`config.mk`:
```
export PLATFORM = sky130hd
export DESIGN_NAME = snake_engine
export DESIGN_NICKNAME = d
export VERILOG_FILES = /design/src/rtl/snake_engine.sv
export SDC_FILE = /design/constraint.sdc
export NUM_CORES = 2
export LEC_CHECK = 0
export CAP_MARGIN = 20
export CORE_MARGIN = 8
export CORE_UTILIZATION = 55
export CTS_BUF_LIST = sky130_fd_sc_hd__clkbuf_8 sky130_fd_sc_hd__clkbuf_16
export CTS_CLUSTER_DIAMETER = 60
export DETAILED_ROUTE_END_ITERATION = 7
export PLACE_DENSITY = 0.88
export SETUP_SLACK_MARGIN = 0.3
export SYNTH_ARGS = -nofsm -noshare
export SYNTH_HDL_FRONTEND = slang
export SYNTH_SLANG_ARGS = --single-unit
export TNS_END_PERCENT = 30
```
`constraint.sdc`:
```
create_clock -name clk -period 17.8 [get_ports clk]
set_input_delay 3.56 -clock clk [delete_from_list [all_inputs] [get_ports clk]]
set_output_delay 3.56 -clock clk [all_outputs]
set_load 0.005 [all_outputs]
```
`src/rtl/snake_engine.sv`:
```
// snake_engine: grid snake movement, growth and collision engine.
// Ports:
//   clk, rst_n                  clock, asynchronous active-low reset
//   game_state                  00 RUNNING, 01/11 DIE (hold), 10 INITIAL (reload)
//   pause, slow                 freeze everything / use TICK_SLOW step period
//   next_direction              requested direction (00 UP, 01 DOWN, 10 RIGHT, 11 LEFT)
//   food_x, food_y              food cell
//   current_direction           direction applied at the last executed step
//   snake_x_flat, snake_y_flat  segment i at [i*COORD_W +: COORD_W], segment 0 = head
//   snake_length                live segment count
//   step, get_food              one-cycle pulses: step executed / food eaten
//   hit_boundary, hit_self      sticky death flags, cleared only by INITIAL
//   full                        snake_length == MAX_LEN
module snake_engine #(
  parameter int GRID_W    = 32,
  parameter int GRID_H    = 24,
  parameter int COORD_W   = 5,
  parameter int MAX_LEN   = 64,
  parameter int TICK_FAST = 25_000_000,
  parameter int TICK_SLOW = 50_000_000,
  parameter int WRAP_EN   = 0,
  localparam int LEN_W    = $clog2(MAX_LEN + 1)
) (
  input  logic                       clk,
  input  logic                       rst_n,
  input  logic [1:0]                 game_state,
  input  logic                       pause,
  input  logic                       slow,
  input  logic [1:0]                 next_direction,
  input  logic [COORD_W-1:0]         food_x,
  input  logic [COORD_W-1:0]         food_y,
  output logic [1:0]                 current_direction,
  output logic [MAX_LEN*COORD_W-1:0] snake_x_flat,
  output logic [MAX_LEN*COORD_W-1:0] snake_y_flat,
  output logic [LEN_W-1:0]           snake_length,
  output logic                       step,
  output logic                       hit_boundary,
  output logic                       hit_self,
  output logic                       get_food,
  output logic                       full
);

  typedef enum logic [1:0] {GS_RUN = 2'b00, GS_DIE = 2'b01, GS_INIT = 2'b10, GS_DIE_ALT = 2'b11} gs_e;
  typedef enum logic [1:0] {DIR_UP = 2'b00, DIR_DOWN = 2'b01, DIR_RIGHT = 2'b10, DIR_LEFT = 2'b11} dir_e;
  typedef logic [MAX_LEN-1:0][COORD_W-1:0] seg_t;

  localparam int TICK_MAX = (TICK_SLOW > TICK_FAST) ? TICK_SLOW : TICK_FAST;
  localparam int CNT_W    = (TICK_MAX > 1) ? $clog2(TICK_MAX) : 1;
  localparam logic [CNT_W-1:0]   FAST_LAST = CNT_W'(TICK_FAST - 1);
  localparam logic [CNT_W-1:0]   SLOW_LAST = CNT_W'(TICK_SLOW - 1);
  localparam logic [COORD_W-1:0] XMAX      = COORD_W'(GRID_W - 1);
  localparam logic [COORD_W-1:0] YMAX      = COORD_W'(GRID_H - 1);
  localparam logic [COORD_W-1:0] HEAD_X    = COORD_W'(GRID_W / 2);
  localparam logic [COORD_W-1:0] HEAD_Y    = COORD_W'(GRID_H / 2 - 1);

  function automatic seg_t init_seg(input logic [COORD_W-1:0] s0, input logic [COORD_W-1:0] s1,
                                    input logic [COORD_W-1:0] s2);
    seg_t s;
    s    = '0;
    s[0] = s0;
    s[1] = s1;
    s[2] = s2;
    return s;
  endfunction

  localparam seg_t INIT_X = init_seg(HEAD_X, HEAD_X, HEAD_X);
  localparam seg_t INIT_Y = init_seg(HEAD_Y, HEAD_Y + COORD_W'(1), HEAD_Y + COORD_W'(2));

  logic [1:0]         rsync_q;
  logic [CNT_W-1:0]   cnt_q, cnt_d;
  dir_e               dir_q, dir_d;
  seg_t               bx_q, bx_d, by_q, by_d;
  logic [LEN_W-1:0]   len_q, len_d;
  logic               hb_q, hb_d, hs_q, hs_d, step_q, step_d, food_q, food_d;

  gs_e                gs;
  dir_e               nd, ad;
  logic [COORD_W-1:0] cx, cy;
  logic [CNT_W-1:0]   tick_last;
  logic               run_ok, off_grid, eat, is_full, grow, self_hit;
  int unsigned        tail_lim;

  assign gs        = gs_e'(game_state);
  assign run_ok    = rsync_q[1];
  assign tick_last = slow ? SLOW_LAST : FAST_LAST;
  assign is_full   = (len_q == LEN_W'(MAX_LEN));

  // Candidate head, direction filter and collision detection on pre-step state.
  always_comb begin
    nd       = dir_e'(next_direction);
    ad       = (nd == dir_e'(dir_q ^ 2'b01)) ? dir_q : nd;
    cx       = bx_q[0];
    cy       = by_q[0];
    off_grid = 1'b0;
    case (ad)
      DIR_UP:    if (by_q[0] == '0)  begin off_grid = 1'b1; cy = YMAX; end else cy = by_q[0] - COORD_W'(1);
      DIR_DOWN:  if (by_q[0] == YMAX) begin off_grid = 1'b1; cy = '0;   end else cy = by_q[0] + COORD_W'(1);
      DIR_RIGHT: if (bx_q[0] == XMAX) begin off_grid = 1'b1; cx = '0;   end else cx = bx_q[0] + COORD_W'(1);
      default:   if (bx_q[0] == '0)  begin off_grid = 1'b1; cx = XMAX; end else cx = bx_q[0] - COORD_W'(1);
    endcase
    eat  = (cx == food_x) && (cy == food_y);
    grow = eat && !is_full;
    // Segments below tail_lim are obstacles; the tail only counts when it stays put (growth).
    tail_lim = grow ? 32'(len_q) : 32'(len_q) - 1;
    self_hit = 1'b0;
    for (int unsigned i = 1; i < MAX_LEN; i++) begin
      if (i < tail_lim && bx_q[i] == cx && by_q[i] == cy) self_hit = 1'b1;
    end
  end

  always_comb begin
    cnt_d  = cnt_q;
    dir_d  = dir_q;
    bx_d   = bx_q;
    by_d   = by_q;
    len_d  = len_q;
    hb_d   = hb_q;
    hs_d   = hs_q;
    step_d = 1'b0;
    food_d = 1'b0;
    case (gs)
      GS_INIT: begin
        cnt_d = '0;
        dir_d = DIR_UP;
        bx_d  = INIT_X;
        by_d  = INIT_Y;
        len_d = LEN_W'(3);
        hb_d  = 1'b0;
        hs_d  = 1'b0;
      end
      GS_RUN: begin
        if (run_ok && !pause && !hb_q && !hs_q) begin
          if (cnt_q >= tick_last) begin
            cnt_d = '0;
            if (off_grid && WRAP_EN == 0) begin
              hb_d = 1'b1;
            end else if (self_hit) begin
              hs_d = 1'b1;
            end else begin
              // Shifting up to tail_lim also copies the old tail into the new slot on growth.
              for (int unsigned i = 1; i < MAX_LEN; i++) begin
                if (i <= tail_lim) begin
                  bx_d[i] = bx_q[i-1];
                  by_d[i] = by_q[i-1];
                end
              end
              bx_d[0] = cx;
              by_d[0] = cy;
              dir_d   = ad;
              if (grow) len_d = len_q + LEN_W'(1);
              step_d  = 1'b1;
              food_d  = eat;
            end
          end else begin
            cnt_d = cnt_q + CNT_W'(1);
          end
        end
      end
      default: ;
    endcase
  end

  always_ff @(posedge clk or negedge rst_n) begin
    if (!rst_n) begin
      rsync_q <= '0;
      cnt_q   <= '0;
      dir_q   <= DIR_UP;
      bx_q    <= INIT_X;
      by_q    <= INIT_Y;
      len_q   <= LEN_W'(3);
      hb_q    <= 1'b0;
      hs_q    <= 1'b0;
      step_q  <= 1'b0;
      food_q  <= 1'b0;
    end else begin
      rsync_q <= {rsync_q[0], 1'b1};
      cnt_q   <= cnt_d;
      dir_q   <= dir_d;
      bx_q    <= bx_d;
      by_q    <= by_d;
      len_q   <= len_d;
      hb_q    <= hb_d;
      hs_q    <= hs_d;
      step_q  <= step_d;
      food_q  <= food_d;
    end
  end

  assign current_direction = dir_q;
  assign snake_x_flat      = bx_q;
  assign snake_y_flat      = by_q;
  assign snake_length      = len_q;
  assign step              = step_q;
  assign get_food          = food_q;
  assign hit_boundary      = hb_q;
  assign hit_self          = hs_q;
  assign full              = is_full;

endmodule

```
==> impl_results.md <==
* Vias in the first global route at 35,400
* Die Span Y at 279 um
* Layout Cell Area excl Fill at 47,900 sq um
* Syn_nets at 3,622
* Post-synth EDFFs at 0
* N_diodes at 0
* GRT Total Usage at 41.3%
* Die Wd at 279 um
* Synth top area cells: dfrtp_1 (44%), xnor2_1 (8.6%), a22o_1 (8.4%), xor2_1 (6.6%), a32o_1 (5.9%)
* CTS tree: yes
* RSZ-0062 raised after global routing: false
* Commonest non-fill, non-tap cell in the layout: dfrtp_1
* Slowest cell on crit path: buf_4
* Total Nets Final at 4,171
* Simple-Gate Fraction of Synth Area at 10.7%
* Worst Hold Class: reg2reg
* Initial antenna violation count at 1
* CTS sink count at 681
* Fill count at 4,969
* DR WL met3 at 22,800 um
* Critical path type: in2reg
* Post-CTS Setup Repair Bufs at 0
* HPWL Detailed at 118,000 um
* Most frequent CP cell: buf_4
* Multiplexer share of the synthesized area at 1.11%
* Most frequent cells in the layout: dfrtp_1 (668), clkdlybuf4s50_1 (667), xnor2_1 (374)
* Floorplan row count at 96
* Final hold vios at 0
* DRC viols at 0
* Die ar. at 77,900 sq um
* Cell taking the most area after synthesis: dfrtp_1
* Routed vias at 36,700
* Crit path cell chain: buf_2 > buf_4 > inv_1 > nand2_1 > mux2i_4 > buf_4 > xor2_1 > nor3_2 > nand4_4 > nor2_2 > mux2i_1 > a2bb2oi_1 > o2111ai_1 > a211oi_1 > nand4_1 > nor4_4 > nand3_4 > inv_8 > buf_4 > o21ai_1 > a32o_1
* Iter 0 DRT Violations at 5,283
* Met2 routed wirelength at 73,500 um
* H-tree depth at 3
* Max_slew headroom at 14.8%
* Buf+Inv Stages, Crit Path at 6
* WL final at 168,000 um
* Setup Skew at 0.0429 ns
* Max-cap violation count at 0
* Worst path arrival time at 12.51 ns
* Final setup viols at 0
* Synth cell types at 98
* Clk buf depth at 3
* Largest family of logic cells by synthesized area: compound AO/OA/AOI/OAI gates
* Xor/xnor share of the synthesized area at 15.4%
* Adder-cell area share of the yosys netlist at 0.592%
* Worst-path maximum fanout at 107
* Slew Viols, Final at 0
* Gpl congestion at 1.06
* Synthesized instance count at 3,586
* Worst-margin pin slew at 1.28 ns
* Placed cell area at 45,200 sq um
* DRT antenna net count at 0
* DR WL/cell at 32.8 um
* Top Layer Used: met5
* Largest delay share family, worst path: buffers and inverters
* Port Buffer Count at 671
* Post-CTS sizing at 0
* Fmax at 83.5 MHz
* Synthesized area per cell at 10.6 sq um
* Worst hold endpoint: rsync_q[1]
* Post-synth top area share at 43.9%
* Worst Setup Start Kind: input pin
* Seq cells post-synth at 681
* Setup TNS at 0 ns
* Worst-path clk slew at 0.06 ns
* Post-synthesis sequential area ratio at 44.8%
* Skew-Pair Late Insertion Delay at 0.66 ns
* Starting density of the core at 55.5%
* Gr ovfl total at 0
* Period minus WS final at 11.98 ns
* Setup crit end kind: register
* Status: completed
* Leak at 20.0 nW
* Main flop type after synthesis: dfrtp_1
* Period utilisation layout at 67.3%
* Hold path start: rsync_q[0]
* Area growth from synthesis to layout at 25.7%
* Worst Path Required at 18.33 ns
* Final Worst Setup Slack at 5.82 ns
* CTS root buf: clkbuf_16
* First-pass GRT wire length at 244,000 um
* Worst r2r path cells at 23
* First-pass DRT Iterations at 8
* Compound-cell area share of the yosys netlist at 23.5%
* Ys async rst share at 100%
* Synth warnings at 0
* Share of cells above drive strength 1 at 7.53%
* CP peak stage delay at 0.88 ns
* VDD IR max at 0.0715 mV
* Core Area at 68,600 sq um
* Wl on met1 at 57,600 um
* Hold buffer count at CTS at 0
* Total CTS buffers at 74
* Largest net degree at the start of global routing at 194
* Pwr dens at 76.5 nW/um^2
* Crit Reg-Reg Endpoint: snake_x_flat[237]
* Setup WS pre-CTS at 5.43 ns
* Area of the mapped netlist at 38,100 sq um
* I/O pin cnt at 672
* Hold depth at 0
* RR Startpoint: snake_x_flat[0]
* Vias per std cell at 7.16
* R2R Setup Slk at 7.98 ns
[synthesized netlist by cell type, types with 13 or more instances]
| library cell | count |
|---|---|
| a211oi_1 | 13 |
| a21o_1 | 15 |
| a21oi_1 | 124 |
| a22o_1 | 364 |
| a31oi_1 | 29 |
| a32o_1 | 224 |
| a32oi_1 | 13 |
| and2_1 | 33 |
| and3_1 | 16 |
| buf_1 | 28 |
| buf_2 | 60 |
| buf_4 | 44 |
| clkbuf_1 | 97 |
| clkbuf_2 | 18 |
| dfrtp_1 | 668 |
| dfstp_2 | 13 |
| ha_1 | 18 |
| inv_1 | 47 |
| mux2i_1 | 24 |
| nand2_1 | 159 |
| nand2b_1 | 23 |
| nand3_1 | 107 |
| nand4_1 | 77 |
| nor2_1 | 154 |
| nor3_1 | 69 |
| nor4_1 | 40 |
| o2111ai_1 | 13 |
| o211ai_1 | 20 |
| o21ai_0 | 82 |
| o21ai_1 | 16 |
| o21ai_2 | 52 |
| o22ai_1 | 18 |
| or3_1 | 16 |
| xnor2_1 | 374 |
| xor2_1 | 286 |
[how the worst max path moves through the flow]
stage / from / endpoint / slack (ns) / cells past startpoint
after floorplan: next_direction[1] / snake_x_flat[165] / 9.68 / 22
after global placement: next_direction[1] / snake_x_flat[236] / 5.75 / 21
after detailed placement: next_direction[1] / snake_x_flat[237] / 5.43 / 21
after CTS: next_direction[1] / snake_x_flat[237] / 6.12 / 21
after global routing: next_direction[1] / snake_x_flat[237] / 5.53 / 21
final: next_direction[1] / snake_x_flat[237] / 5.82 / 21
[cells by family (layout without fill, tap and decap cells)]
kind of cell / count (synthesis) / count (layout)
compound gates: 1103 / 1103
xor+xnor: 664 / 664
fa+ha+maj: 18 / 18
buf+inv: 308 / 916
flops: 681 / 681
mux: 38 / 38
other cells: 1 / 1
simple gates: 773 / 773
[layer usage]
| layer | vias to the layer above | global-route usage (%) |
|---|---|---|
| met1 | 18100 | 50.4 |
| met4 | 2 | 27.7 |
| met3 | 858 | 13.8 |
| li1 | 14600 | - |
| met2 | 3132 | 62.0 |
| met5 | - | 0 |
[state kept, by name, summed over array words and instances (netlist names), 2 cells and up]
signal and cells:
cnt_q 26, snake_y_flat 320, current_direction 2, rsync_q 2, snake_length 7, snake_x_flat 320
[layout make-up]
type / count / area [sq um] / share of cell area, %
multi-input cells: 2597 / 19600 / 41.0
flip-flops and latches: 681 / 17100 / 35.6
repair buffers: 728 / 7160 / 15.0
clock buffers: 87 / 2030 / 4.24
well taps: 931 / 1160 / 2.43
clock inverters: 48 / 638 / 1.33
inverters: 53 / 206 / 0.431
[power breakdown]
group	internal (W)	switching [W]	leakage (nW)	total (W)
registers	0.00156	0.0000304	9.45	0.00159
logic	0.000113	0.000269	9.24	0.000382
clock network	0.000999	0.000688	1.36	0.00169
total	0.00268	0.000987	20.0	0.00366
[per-stage QoR]
stage	std cells	power [W]	hold slack (ns)	utilization [%]
final	5125	0.00366	0.347	69.8
after global routing	5125	0.00374	0.351	69.8
after CTS	5122	0.00364	0.348	69.8
after detailed placement	4987	0.00198	0.335	65.9
after global placement	4985	0.00198	0.333	65.9
after floorplan	3586	0.00182	0.331	-
(Power assumes the default switching activity.)
